### src/rtl/vga_mem_arbiter.sv
// rtl/vga_mem_arbiter.sv - single-port pixel memory arbiter between VGA display fetch and CPU
// Display fetch has absolute priority; CPU accesses fill blanking slots via a 4-state FSM.
module vga_mem_arbiter #(
  parameter int RES_X  = 640,
  parameter int RES_Y  = 480,
  parameter int ADDR_W = 19
) (
  input  logic              clk,
  input  logic              rst_n,
  input  logic [8:0]        LINE,
  input  logic              inDisplayArea,
  input  logic              cpu_req,
  input  logic              cpu_we,
  input  logic [ADDR_W-1:0] cpu_addr,
  input  logic [31:0]       cpu_wdata,
  output logic              cpu_ack,
  output logic [31:0]       cpu_rdata,
  output logic [ADDR_W-1:0] mem_addr,
  output logic              mem_we,
  output logic [31:0]       mem_wdata,
  input  logic [31:0]       mem_rdata,
  output logic [31:0]       pixel,
  output logic              pixel_valid
);

  localparam int                PIXELS    = RES_X * RES_Y;
  localparam logic [ADDR_W-1:0] LAST_PIX  = ADDR_W'(PIXELS - 1);
  localparam logic [ADDR_W:0]   PIX_LIMIT = (ADDR_W + 1)'(PIXELS);
  localparam logic [8:0]        LINE_END  = 9'(RES_Y);

  typedef enum logic [1:0] {
    IDLE  = 2'd0,
    ISSUE = 2'd1,
    WAIT  = 2'd2,
    ACK   = 2'd3
  } state_t;

  state_t            state;
  logic [ADDR_W-1:0] disp_ptr;
  logic [2:0]        fetch_pipe;
  logic [31:0]       rdata_q;
  logic              oor_q;
  logic              cpu_issue;
  logic              cpu_oor;

  assign cpu_issue = !inDisplayArea && (state == IDLE) && cpu_req && !cpu_ack;
  assign cpu_oor   = {1'b0, cpu_addr} >= PIX_LIMIT;

  always_ff @(posedge clk or negedge rst_n) begin
    if (!rst_n) begin
      state       <= IDLE;
      disp_ptr    <= '0;
      fetch_pipe  <= '0;
      rdata_q     <= '0;
      oor_q       <= 1'b0;
      mem_addr    <= '0;
      mem_we      <= 1'b0;
      mem_wdata   <= '0;
      cpu_ack     <= 1'b0;
      cpu_rdata   <= '0;
      pixel       <= '0;
      pixel_valid <= 1'b0;
    end else begin
      // Memory samples the fetch address one edge later and returns data the edge after;
      // rdata_q realigns that word so it lands on pixel three edges after the fetch.
      fetch_pipe <= {fetch_pipe[1:0], inDisplayArea};
      rdata_q    <= mem_rdata;
      if (fetch_pipe[2]) begin
        pixel       <= rdata_q;
        pixel_valid <= 1'b1;
      end else begin
        pixel       <= '0;
        pixel_valid <= 1'b0;
      end

      if (inDisplayArea) begin
        mem_addr <= disp_ptr;
        mem_we   <= 1'b0;
      end else if (cpu_issue) begin
        mem_addr <= cpu_addr;
        mem_we   <= cpu_we && !cpu_oor;
        if (cpu_we && !cpu_oor) begin
          mem_wdata <= cpu_wdata;
        end
      end else begin
        mem_we <= 1'b0;
      end

      if (LINE >= LINE_END) begin
        disp_ptr <= '0;
      end else if (inDisplayArea) begin
        disp_ptr <= (disp_ptr == LAST_PIX) ? '0 : disp_ptr + ADDR_W'(1);
      end

      case (state)
        IDLE: begin
          cpu_ack <= 1'b0;
          if (cpu_issue) begin
            state <= ISSUE;
            oor_q <= cpu_oor;
          end
        end
        ISSUE: state <= WAIT;
        WAIT: begin
          state     <= ACK;
          cpu_ack   <= 1'b1;
          cpu_rdata <= oor_q ? 32'h0 : mem_rdata;
        end
        ACK: begin
          state   <= IDLE;
          cpu_ack <= 1'b0;
        end
        default: state <= IDLE;
      endcase
    end
  end

endmodule

### config.mk
export PLATFORM = sky130hd
export DESIGN_NAME = vga_mem_arbiter
export DESIGN_NICKNAME = d
export VERILOG_FILES = /design/src/rtl/vga_mem_arbiter.sv
export SDC_FILE = /design/constraint.sdc
export NUM_CORES = 1
export LEC_CHECK = 0
export CORE_AREA = 5 5 126 128
export DETAILED_ROUTE_END_ITERATION = 12
export DIE_AREA = 0 0 131 133
export GPL_ROUTABILITY_DRIVEN = 0
export PLACE_DENSITY = 0.83
export SLEW_MARGIN = 30
export SYNTH_ARGS = -nofsm -noshare
export SYNTH_HDL_FRONTEND = slang
export SYNTH_SLANG_ARGS = --single-unit
### constraint.sdc
create_clock -name clk -period 2.9 [get_ports clk]
set_clock_uncertainty 0.15 [all_clocks]
set_input_delay 0.58 -clock clk [delete_from_list [all_inputs] [get_ports clk]]
set_output_delay 0.58 -clock clk [all_outputs]
set_load 0.01 [all_outputs]
=== Word level (Yosys, flattened, before mapping) ===
Cells that the tools add are included.

* Add/sub/neg operators: 1
* Multipliers: 0
* Divide/modulo/power cells: 0
* Order comparisons: 2
* Eq/ne operators: 5
* Shift-type cells: 0
* Muxes and demuxes: 13
* Bitwise operators: 1
* Reduce and logical (&&, ||, !) cells: 14

{| class="wikitable"
|+ Operators with widths
! kind !! count
|-
| 2-to-1 mux 19 bit || 5
|-
| 2-to-1 mux 32 bit || 2
|-
| adder 19 x 1 -> 19 bit, second input constant || 1
|-
| equality test 19 bit, second input constant || 1
|-
| greater-or-equal comparator 19 bit, second input constant || 1
|-
| greater-or-equal comparator 9 bit, second input constant || 1
|-
| one-hot mux 2 bit (4 select lines) || 1
|-
| nonzero test 2 bit || 3
|-
| equality test 2 bit, second input constant || 2
|-
| logical AND 1 bit || 4
|-
| zero test 1 bit || 3
|-
| 2-to-1 mux 1 bit || 3
|-
| AND reduction 3 bit || 1
|-
| equality test 2 x 1 -> 1 bit, second input constant || 1
|-
| zero test 2 bit || 1
|-
| 2-to-1 mux 2 bit || 1
|-
| inequality test 2 bit, second input constant || 1
|-
| one-hot mux 1 bit (2 select lines) || 1
|-
| AND reduction 2 bit || 1
|-
| OR reduction 2 bit || 1
|-
| NOT 1 bit || 1
|}

* Register bits: 175
* Latch bits: 0
* RAM bits: 0
* ROM bits: 0
* Bits of input ports: 97
* Output and inout port bits: 118
* Word-level logic and storage cells: 48
* Memories: 0

=== Depth between registers and ports, before layout ===
Gate-level depths: netlist of the first run.

* Word-level depth: 6
* Mapped depth: 8
* Mapped depth without buffers: 6

=== Worst setup path before layout of the first run ===
No wires, ideal clock.

* Path type: in2reg
* Start point: input inDisplayArea
* End point: register mem_wdata[10]
* Setup time: 0.125 ns
* Arrival time: 2.005 ns
* Data required time: 2.625 ns
* Path slack: 0.620 ns
* Stages on the path: 7
* Path through: clkbuf_1 -> nor4bb_1 -> clkbuf_1 -> and3_1 -> buf_2 -> buf_2 -> mux2_2

* Word-level cells in the longest chain between the ends: 5
* Elaborated cells between the ends (all ways): 6
* Those cells by class: bitwise (1); reduce/logical (5)

{| class="wikitable"
|+ RTL lines
! element !! line !! RTL
|-
| from (decl) || 11 || <nowiki>input logic inDisplayArea,</nowiki>
|-
| zero test 1 bit || 46 || <nowiki>assign cpu_issue = !inDisplayArea && (state == IDLE) && cpu_req && !cpu_ack;</nowiki>
|-
| logical AND 1 bit (3 in a row) || 46 ||
|-
| AND reduction 3 bit (no source line) (*) || - ||
|-
| to (signal assigned) || 83 || <nowiki>mem_wdata <= cpu_wdata;</nowiki>
|-
| to (decl) || 20 || <nowiki>output logic [31:0] mem_wdata,</nowiki>
|}

Every way passes the cells marked *; elsewhere a longest branch is shown, timed or not.
A chain may end at the register's enable or synchronous reset.

=== Worst setup path in the final report of the first run ===
* Start point: register disp_ptr[0]
* End point: register disp_ptr[7]

* Word-level cells in the longest chain between the ends: 4
* Elaborated cells between the ends (all ways): 5
* Those cells by class: add/sub (1); eq/ne (1); mux (3)

{| class="wikitable"
|+ RTL lines
! element !! line !! RTL
|-
| from (decl) || 39 || <nowiki>logic [ADDR_W-1:0] disp_ptr;</nowiki>
|-
| from (signal assigned) || 92 || <nowiki>disp_ptr <= (disp_ptr == LAST_PIX) ? '0 : disp_ptr + ADDR_W'(1);</nowiki>
|-
| adder 19 x 1 -> 19 bit / equality test 19 bit (equally long branches) || 92 ||
|-
| 2-to-1 mux 19 bit (*) || 92 ||
|-
| 2-to-1 mux 19 bit (*) || 91 || <nowiki>end else if (inDisplayArea) begin</nowiki>
|-
| 2-to-1 mux 19 bit (*) || 89 || <nowiki>if (LINE >= LINE_END) begin</nowiki>
|}

Every way passes the cells marked *; elsewhere a longest branch is shown, timed or not. The select of a mux whose other input is x is not followed.

==> results of run 1 <==
-- per-stage QoR --
stage	utilization	hold slack (ps)	setup slack (ps)	area [um^2]	total power (W)
floorplan	-	134	620	6530	0.00419
global placement	0.601	181	262	8860	0.00548
detailed placement	0.601	186	206	8860	0.00559
CTS	0.642	22.9	630	9470	0.00791
global route	0.642	57.7	369	9470	0.00822
finish	0.642	16.6	573	9470	0.00781
-- power by group through the flow --
stage	logic, W	registers [W]	clock network [W]
after CTS	0.00226	0.00331	0.00234
after detailed placement	0.00224	0.00334	0
after floorplan	0.000706	0.00349	0
after global routing	0.00241	0.00337	0.00244
final	0.00222	0.00330	0.00229
after global placement	0.00217	0.00331	0
-- cell families after synthesis --
group / synth area share
AO/OA/AOI/OAI: 0.0661
multiplexers: 0.0738
flip-flops: 0.671
AND/OR/NAND/NOR: 0.134
buffers and inverters: 0.0389
adder cells (fa/ha/maj): 0.00958
XOR/XNOR: 0.00671
-- registers in the layout (all words and copies together), names as in the netlist --
register     cells
mem_we           1
cpu_rdata       32
pixel_valid      1
rdata_q         32
state            2
fetch_pipe       3
mem_addr        19
disp_ptr        19
mem_wdata       32
oor_q            1
pixel           32
cpu_ack          1
-- cell type report --
type                    instances  area (um^2)
fillers                      1078         5280
well taps                     188          235
clock buffers                  21          480
flip-flops and latches        175         4380
inverters                      38          143
clock inverters                11          130
multi-input cells             309         1910
repair buffers                217         2190
-- cell usage after synthesis (3+ instances only) --
| master | n | area share |
|---|---|---|
| clkbuf_1 | 17 | 0.0098 |
| nand3_1 | 11 | 0.0084 |
| nand4_1 | 9 | 0.0086 |
| nand3b_1 | 6 | 0.0069 |
| dfrtp_1 | 175 | 0.67 |
| inv_1 | 38 | 0.022 |
| mux2_2 | 33 | 0.057 |
| and3_1 | 3 | 0.0029 |
| nor2b_1 | 4 | 0.0038 |
| nor4_1 | 3 | 0.0029 |
| o21ai_0 | 48 | 0.037 |
| xor2_1 | 3 | 0.0040 |
| nor2_1 | 17 | 0.0098 |
| nor3_1 | 5 | 0.0038 |
| and2_1 | 32 | 0.031 |
| buf_2 | 8 | 0.0061 |
| a22oi_1 | 8 | 0.0092 |
| or3_1 | 3 | 0.0029 |
| a21oi_1 | 14 | 0.011 |
| mux2i_1 | 11 | 0.017 |
| a31oi_1 | 5 | 0.0048 |
| ha_1 | 5 | 0.0096 |
| nand2_1 | 75 | 0.043 |
-- critical path, delay by kind of cell, from the launching register on --
family,cells,cell delay [ps]
AO/OA/AOI/OAI,1,370
flip-flops,1,440
adder cells (fa/ha/maj),1,250
AND/OR/NAND/NOR,4,990
-- path summary, 6_finish.rpt --
check | cells after the start | slack, ps | from | end
max | 6 | 570 | disp_ptr[0] | disp_ptr[7]
min | 1 | 20 | rst_n | rdata_q[25]
max in group asynchronous | 2 | 1820 | rst_n | mem_wdata[7]
min in group clk | 0 | 200 | fetch_pipe[0] | fetch_pipe[1]
min reg2reg | 0 | 200 | fetch_pipe[0] | fetch_pipe[1]
max reg2reg | 6 | 570 | disp_ptr[0] | disp_ptr[7]
-- routing by layer --
| metal | global-route usage | part of all wire | up-vias |
|---|---|---|---|
| met2 | 0.322 | 0.53 | 167 |
| met1 | 0.220 | 0.39 | 2399 |
| met4 | 0.0720 | 0.020 | 0 |
| met3 | 0.0400 | 0.064 | 27 |
| met5 | 0 | 0 | - |
| li1 | - | - | 2241 |
==> impl_metrics.xml, run 1 <==
<?xml version="1.0" encoding="UTF-8"?>
<metrics>
  <group name="power">
    <metric name="pwr-share-clk" unit="">0.293</metric>
    <metric name="p_comb_frac" unit="">0.284</metric>
    <metric name="power.static_leakage" unit="nW">4.09</metric>
    <metric name="power.share.sequential" unit="">0.423</metric>
    <metric name="ir_drop" unit="mV">0.449</metric>
    <metric name="netSwitchingPower" unit="W">0.00222</metric>
    <metric name="sw_frac_of_total" unit="">0.284</metric>
    <metric name="power-per-cell-area" unit="nW/um^2">824</metric>
    <metric name="internal-power" unit="W">0.00559</metric>
  </group>
  <group name="routing">
    <metric name="post_drt_wl_per_cell" unit="um">16.5</metric>
    <metric name="final_antenna_net_count" unit="">0</metric>
    <metric name="drt_iter0_markers" unit="">315</metric>
    <metric name="dr.pass1.iters" unit="">4</metric>
    <metric name="dr_total_vias" unit="">4834</metric>
    <metric name="wl" unit="mm">15.8</metric>
    <metric name="route.detailed.drc" unit="">0</metric>
    <metric name="route.detailed.vias_per_inst" unit="">5.04</metric>
  </group>
  <group name="floorplan">
    <metric name="ports_placed_on_the_boundary" unit="">215</metric>
    <metric name="core" unit="um^2">14800</metric>
    <metric name="die_h" unit="um">133</metric>
    <metric name="design.die.area" unit="um^2">17400</metric>
    <metric name="core.rowCount" unit="">45</metric>
    <metric name="die_width" unit="um">131</metric>
    <metric name="floorplan.initialDensity" unit="">0.443</metric>
  </group>
  <group name="global_route">
    <metric name="first_pass_grt_wire_length" unit="mm">25.3</metric>
    <metric name="global_route.overflow_total" unit="">0</metric>
    <metric name="antenna_found_initial" unit="">0</metric>
    <metric name="grt_start_max_net_pins" unit="">69</metric>
    <metric name="grt_util_all_layers" unit="">0.185</metric>
    <metric name="number_of_global_route_vias_before_repair" unit="">5069</metric>
  </group>
  <group name="critical_path">
    <metric name="worst_setup_path_start_kind" unit="">flop</metric>
    <metric name="critical_path_cell_sequence" unit="">ha_1, nand2_1, nor4_1, nand3_1, a221oi_1, nor2_1</metric>
    <metric name="timing_worst_setup_path_type" unit="">flop to flop</metric>
    <metric name="worstPathRequired" unit="ps">3040</metric>
    <metric name="cp_max_fo" unit="">10</metric>
    <metric name="critical_path.endpoint_type" unit="">flop</metric>
    <metric name="arrival" unit="ps">2470</metric>
    <metric name="critical-path-slowest-cell" unit="">nand3_1</metric>
    <metric name="timing.critical_path.slowest_cell_delay" unit="ps">450</metric>
  </group>
  <group name="sta">
    <metric name="highest_achievable_clock_rate" unit="MHz">430</metric>
    <metric name="totalNegativeSetupSlack" unit="ps">0</metric>
    <metric name="layout_worst_path_cycle_share" unit="">0.802</metric>
    <metric name="timing.final.hold_violations" unit="">0</metric>
    <metric name="grt_setup_unrepaired" unit="">false</metric>
    <metric name="final_period_minus_worst_setup_slack" unit="ps">2330</metric>
    <metric name="finalSetupViolations" unit="">0</metric>
    <metric name="pins_over_their_slew_limit" unit="">0</metric>
    <metric name="timing.max_slew.rel_slack" unit="">0.447</metric>
    <metric name="max_slew.worst_pin.slew" unit="ps">829</metric>
  </group>
  <group name="cts">
    <metric name="post_cts_buffers" unit="">0</metric>
    <metric name="clk_root_buffer_cell" unit="">clkbuf_16</metric>
    <metric name="cts-buffers-inserted" unit="">17</metric>
    <metric name="cts-resized-gates" unit="">0</metric>
    <metric name="hold_buffers" unit="">0</metric>
    <metric name="clk_path_buf_depth" unit="">2</metric>
    <metric name="cts_tree" unit="">yes</metric>
    <metric name="clock_sinks" unit="">175</metric>
    <metric name="cts-htree-levels" unit="">4</metric>
    <metric name="clock_latency" unit="ps">420</metric>
    <metric name="worst_setup_hold_path_clk_slew" unit="ps">70</metric>
  </group>
  <group name="logic_synthesis">
    <metric name="syn_inst" unit="">549</metric>
    <metric name="synth.yosys.warnings" unit="">0</metric>
    <metric name="synth_area" unit="um^2">6530</metric>
    <metric name="synth_ff_type" unit="">dfrtp_1</metric>
    <metric name="synth-seq-cells" unit="">175</metric>
    <metric name="synth.distinct_cells" unit="">36</metric>
    <metric name="synth-seq-area-share" unit="">0.671</metric>
    <metric name="synth_area_per_cell" unit="um^2">11.9</metric>
    <metric name="synth_async_sr_flop_share" unit="">1.00</metric>
    <metric name="synthesis.nets" unit="">651</metric>
    <metric name="synth_edf_count" unit="">0</metric>
  </group>
  <group name="placement">
    <metric name="placed_cells" unit="">927</metric>
    <metric name="port-buffer-count" unit="">209</metric>
    <metric name="dpl.hpwl" unit="mm">11.4</metric>
  </group>
  <group name="finish">
    <metric name="stdcell_count" unit="">959</metric>
    <metric name="area_delta_synth_final" unit="%">45.1</metric>
    <metric name="fin_nets" unit="">860</metric>
    <metric name="post_route_cells_drive_above_1_share" unit="">0.101</metric>
    <metric name="layout.cells.most_common_list" unit="">clkdlybuf4s50_1, dfrtp_1, nand2_1, o21ai_0, inv_1</metric>
    <metric name="insertedDiodeCount" unit="">0</metric>
    <metric name="layout.cells.most_common" unit="">clkdlybuf4s50_1</metric>
  </group>
  <group name="worst_hold_path">
    <metric name="hp-class" unit="">input port to async pin</metric>
  </group>
  <group name="run_status">
    <metric name="status" unit="">finished, final reports clean</metric>
  </group>
  <group name="job">
    <metric name="cap_violations" unit="">0</metric>
  </group>
</metrics>
Power figures use the tool's default switching activity.
==> inputs of run 2 (changes only) <==
--- a/config.mk
+++ b/config.mk
@@ -5,11 +5,11 @@
 export SDC_FILE = /design/constraint.sdc
 export NUM_CORES = 1
 export LEC_CHECK = 0
-export CORE_AREA = 5 5 126 128
+export CORE_AREA = 5 5 133 135
 export DETAILED_ROUTE_END_ITERATION = 12
-export DIE_AREA = 0 0 131 133
+export DIE_AREA = 0 0 138 140
 export GPL_ROUTABILITY_DRIVEN = 0
-export PLACE_DENSITY = 0.83
+export PLACE_DENSITY = 0.78
 export SLEW_MARGIN = 30
 export SYNTH_ARGS = -nofsm -noshare
 export SYNTH_HDL_FRONTEND = slang
==> constraint.sdc (replaced) <==
create_clock -name clk -period 2.1 [get_ports clk]
set_clock_uncertainty 0.15 [all_clocks]
set_input_delay 0.42 -clock clk [delete_from_list [all_inputs] [get_ports clk]]
set_output_delay 0.42 -clock clk [all_outputs]
set_load 0.01 [all_outputs]
==> run 2 against run 1 <==
Net effect:
- utilization decreased by 3.8 points
- design area increased by 4.2%
- setup slack got worse by 540 ps
- die area increased by 11%
- total power increased by 40%
- sequential power increased by 38%
- sequential share of layout area decreased by 1.9 points
- non-clock buffer count increased by 41
- critical endpoint is now mem_wdata[23]
- global-route usage decreased by 0.91 points
- flip-flop and latch count unchanged
==> impl_metrics.xml, run 2 (synthesized netlist as in run 1, its figures left out) <==
<?xml version="1.0" encoding="UTF-8"?>
<metrics>
  <group name="run_status">
    <metric name="status" unit="">finished, final reports clean</metric>
  </group>
  <group name="placement">
    <metric name="placed_cells" unit="">992</metric>
    <metric name="port-buffer-count" unit="">209</metric>
    <metric name="dpl.hpwl" unit="mm">12.0</metric>
  </group>
  <group name="cts">
    <metric name="clock_sinks" unit="">175</metric>
    <metric name="cts_tree" unit="">yes</metric>
    <metric name="cts-buffers-inserted" unit="">17</metric>
    <metric name="clock_latency" unit="ps">420</metric>
    <metric name="clk_root_buffer_cell" unit="">clkbuf_16</metric>
    <metric name="cts-htree-levels" unit="">4</metric>
    <metric name="clk_path_buf_depth" unit="">2</metric>
    <metric name="worst_setup_hold_path_clk_slew" unit="ps">70</metric>
  </group>
  <group name="worst_hold_path">
    <metric name="holdPathEnd" unit="">fetch_pipe[2]</metric>
    <metric name="hold-path-cell-count" unit="">0</metric>
    <metric name="hold_path_startpoint" unit="">fetch_pipe[1]</metric>
    <metric name="hp-class" unit="">flop to flop</metric>
  </group>
  <group name="power">
    <metric name="ir_drop" unit="mV">0.647</metric>
    <metric name="power-per-cell-area" unit="nW/um^2">1100</metric>
    <metric name="power.static_leakage" unit="nW">4.28</metric>
  </group>
  <group name="sta">
    <metric name="layout_worst_path_cycle_share" unit="">0.983</metric>
    <metric name="hold_ws" unit="ps">200</metric>
    <metric name="grt_setup_unrepaired" unit="">false</metric>
    <metric name="timing.max_slew.rel_slack" unit="">0.627</metric>
    <metric name="pins_over_their_slew_limit" unit="">0</metric>
    <metric name="timing.final.hold_violations" unit="">0</metric>
    <metric name="max_slew.worst_pin.slew" unit="ps">555</metric>
    <metric name="final_period_minus_worst_setup_slack" unit="ps">2060</metric>
    <metric name="finalSetupViolations" unit="">0</metric>
    <metric name="highest_achievable_clock_rate" unit="MHz">485</metric>
  </group>
  <group name="finish">
    <metric name="area_delta_synth_final" unit="%">51.2</metric>
    <metric name="layout.cells.most_common_list" unit="">clkdlybuf4s50_1, dfrtp_1, nand2_1, o21ai_0, buf_4</metric>
    <metric name="layout.cells.most_common" unit="">clkdlybuf4s50_1</metric>
    <metric name="insertedDiodeCount" unit="">0</metric>
    <metric name="fin_nets" unit="">901</metric>
    <metric name="layout.core_utilization" unit="">0.604</metric>
    <metric name="stdcell_count" unit="">1032</metric>
    <metric name="post_route_cells_drive_above_1_share" unit="">0.153</metric>
  </group>
  <group name="critical_path">
    <metric name="worstPathRequired" unit="ps">2260</metric>
    <metric name="critical_path.endpoint_type" unit="">flop</metric>
    <metric name="worst_setup_path_start_kind" unit="">input port</metric>
    <metric name="r2r_setup_slack" unit="ps">120</metric>
    <metric name="crit-reg2reg-capture" unit="">disp_ptr[18]</metric>
    <metric name="worst_r2r_path_depth" unit="">7</metric>
    <metric name="worstReg2RegStart" unit="">disp_ptr[0]</metric>
    <metric name="critical-path-slowest-cell" unit="">clkdlybuf4s50_1</metric>
    <metric name="cp_max_fo" unit="">8</metric>
    <metric name="timing_worst_setup_path_type" unit="">input port to flop</metric>
    <metric name="cp_top_family" unit="">buffers and inverters</metric>
    <metric name="critical_path_cell_sequence" unit="">clkdlybuf4s50_1, a21oi_1, nor2b_1, o31ai_1, and3_4, clkbuf_16, mux2_2</metric>
    <metric name="timing.critical_path.slowest_cell_delay" unit="ps">440</metric>
    <metric name="arrival" unit="ps">2220</metric>
    <metric name="critical_path.n_buffers_inverters" unit="">2</metric>
  </group>
  <group name="routing">
    <metric name="route.detailed.vias_per_inst" unit="">4.77</metric>
    <metric name="post_drt_wl_per_cell" unit="um">16.6</metric>
    <metric name="dr_total_vias" unit="">4926</metric>
    <metric name="wl" unit="mm">17.1</metric>
    <metric name="route.detailed.drc" unit="">0</metric>
    <metric name="dr.pass1.iters" unit="">5</metric>
    <metric name="drt_iter0_markers" unit="">228</metric>
    <metric name="final_antenna_net_count" unit="">0</metric>
  </group>
  <group name="floorplan">
    <metric name="die_width" unit="um">138</metric>
    <metric name="die_h" unit="um">140</metric>
    <metric name="design.die.area" unit="um^2">19300</metric>
    <metric name="core.rowCount" unit="">47</metric>
    <metric name="floorplan.initialDensity" unit="">0.399</metric>
    <metric name="core" unit="um^2">16300</metric>
    <metric name="ports_placed_on_the_boundary" unit="">215</metric>
  </group>
  <group name="job">
    <metric name="cap_violations" unit="">0</metric>
  </group>
  <group name="global_route">
    <metric name="antenna_found_initial" unit="">0</metric>
    <metric name="global_route.overflow_total" unit="">0</metric>
    <metric name="grt_util_all_layers" unit="">0.176</metric>
    <metric name="first_pass_grt_wire_length" unit="mm">27.0</metric>
    <metric name="number_of_global_route_vias_before_repair" unit="">5112</metric>
    <metric name="grt_start_max_net_pins" unit="">59</metric>
  </group>
</metrics>
## run 2: changes by cell type in the layout (fill, tap and decap cells not counted), moves of 2 or more
cell,before,now
clkbuf_16,17,19
clkinv_2,2,0
clkbuf_8,4,0
ha_1,5,3
inv_8,0,5
buf_6,1,3
buf_4,5,41
inv_1,38,36
inv_2,0,2
## run 2: what timing repair did
item,CTS,global route
setup endpoints to repair,0,46
gates resized for setup,0,9
endpoints found under the hold margin,36,0
buffers inserted,0,4
hold buffers,1,0
## run 2: power by group
part / total, W / switching, W / internal, W
Clock: 0.00313 / 0.00143 / 0.00170
Combinational: 0.00323 / 0.00141 / 0.00183
Sequential: 0.00454 / 0.000440 / 0.00410
## run 2: per-stage QoR
stage | power (W) | cell area, um^2 | setup TNS, ps | setup WS [ps]
detailed placement | 0.00777 | 9150 | -16200 | -328
floorplan | 0.00579 | 6530 | -530 | -20.0
global route | 0.0115 | 9870 | 0 | 11.0
CTS | 0.0110 | 9760 | 0 | 23.3
finish | 0.0109 | 9870 | 0 | 36.1
global placement | 0.00767 | 9150 | -14130 | -265
## run 2: how the worst max path moves through the flow
| stage | startpoint | to | slack [ps] | depth (start not counted) |
|---|---|---|---|---|
| floorplan | inDisplayArea | mem_wdata[10] | -20 | 7 |
| global placement | inDisplayArea | mem_wdata[17] | -270 | 5 |
| detailed placement | cpu_addr[12] | mem_wdata[23] | -330 | 7 |
| CTS | state[0] | mem_wdata[17] | 20 | 6 |
| global route | disp_ptr[0] | disp_ptr[18] | 10 | 7 |
| finish | cpu_addr[12] | mem_wdata[23] | 40 | 7 |
## run 2: per-layer routing
metal	share of wire	routed length, um	global-route usage	vias to the layer above
met4	0.021	361	0.0645	0
met3	0.050	847	0.0481	24
met5	0	0	0	-
met2	0.53	9000	0.306	154
li1	-	-	-	2339
met1	0.40	6880	0.209	2409
## run 2: final cells by class
type / instances / area [um^2]
fillers: 1331 / 6470
flip-flops and latches: 175 / 4380
repair buffers: 258 / 2540
well taps: 220 / 275
inverters: 38 / 143
multi-input cells: 309 / 1940
clock inverters: 15 / 171
clock buffers: 17 / 425
## run 2: worst register-to-register path: cells and delay by family (launching register included)
family                     cells  cell delay, ps
DFF                            1             380
and+or+nand+nor                4             850
AOI/OAI and AO/OA              1              60
adders and majority gates      1             230
buffers and inverters          1             180
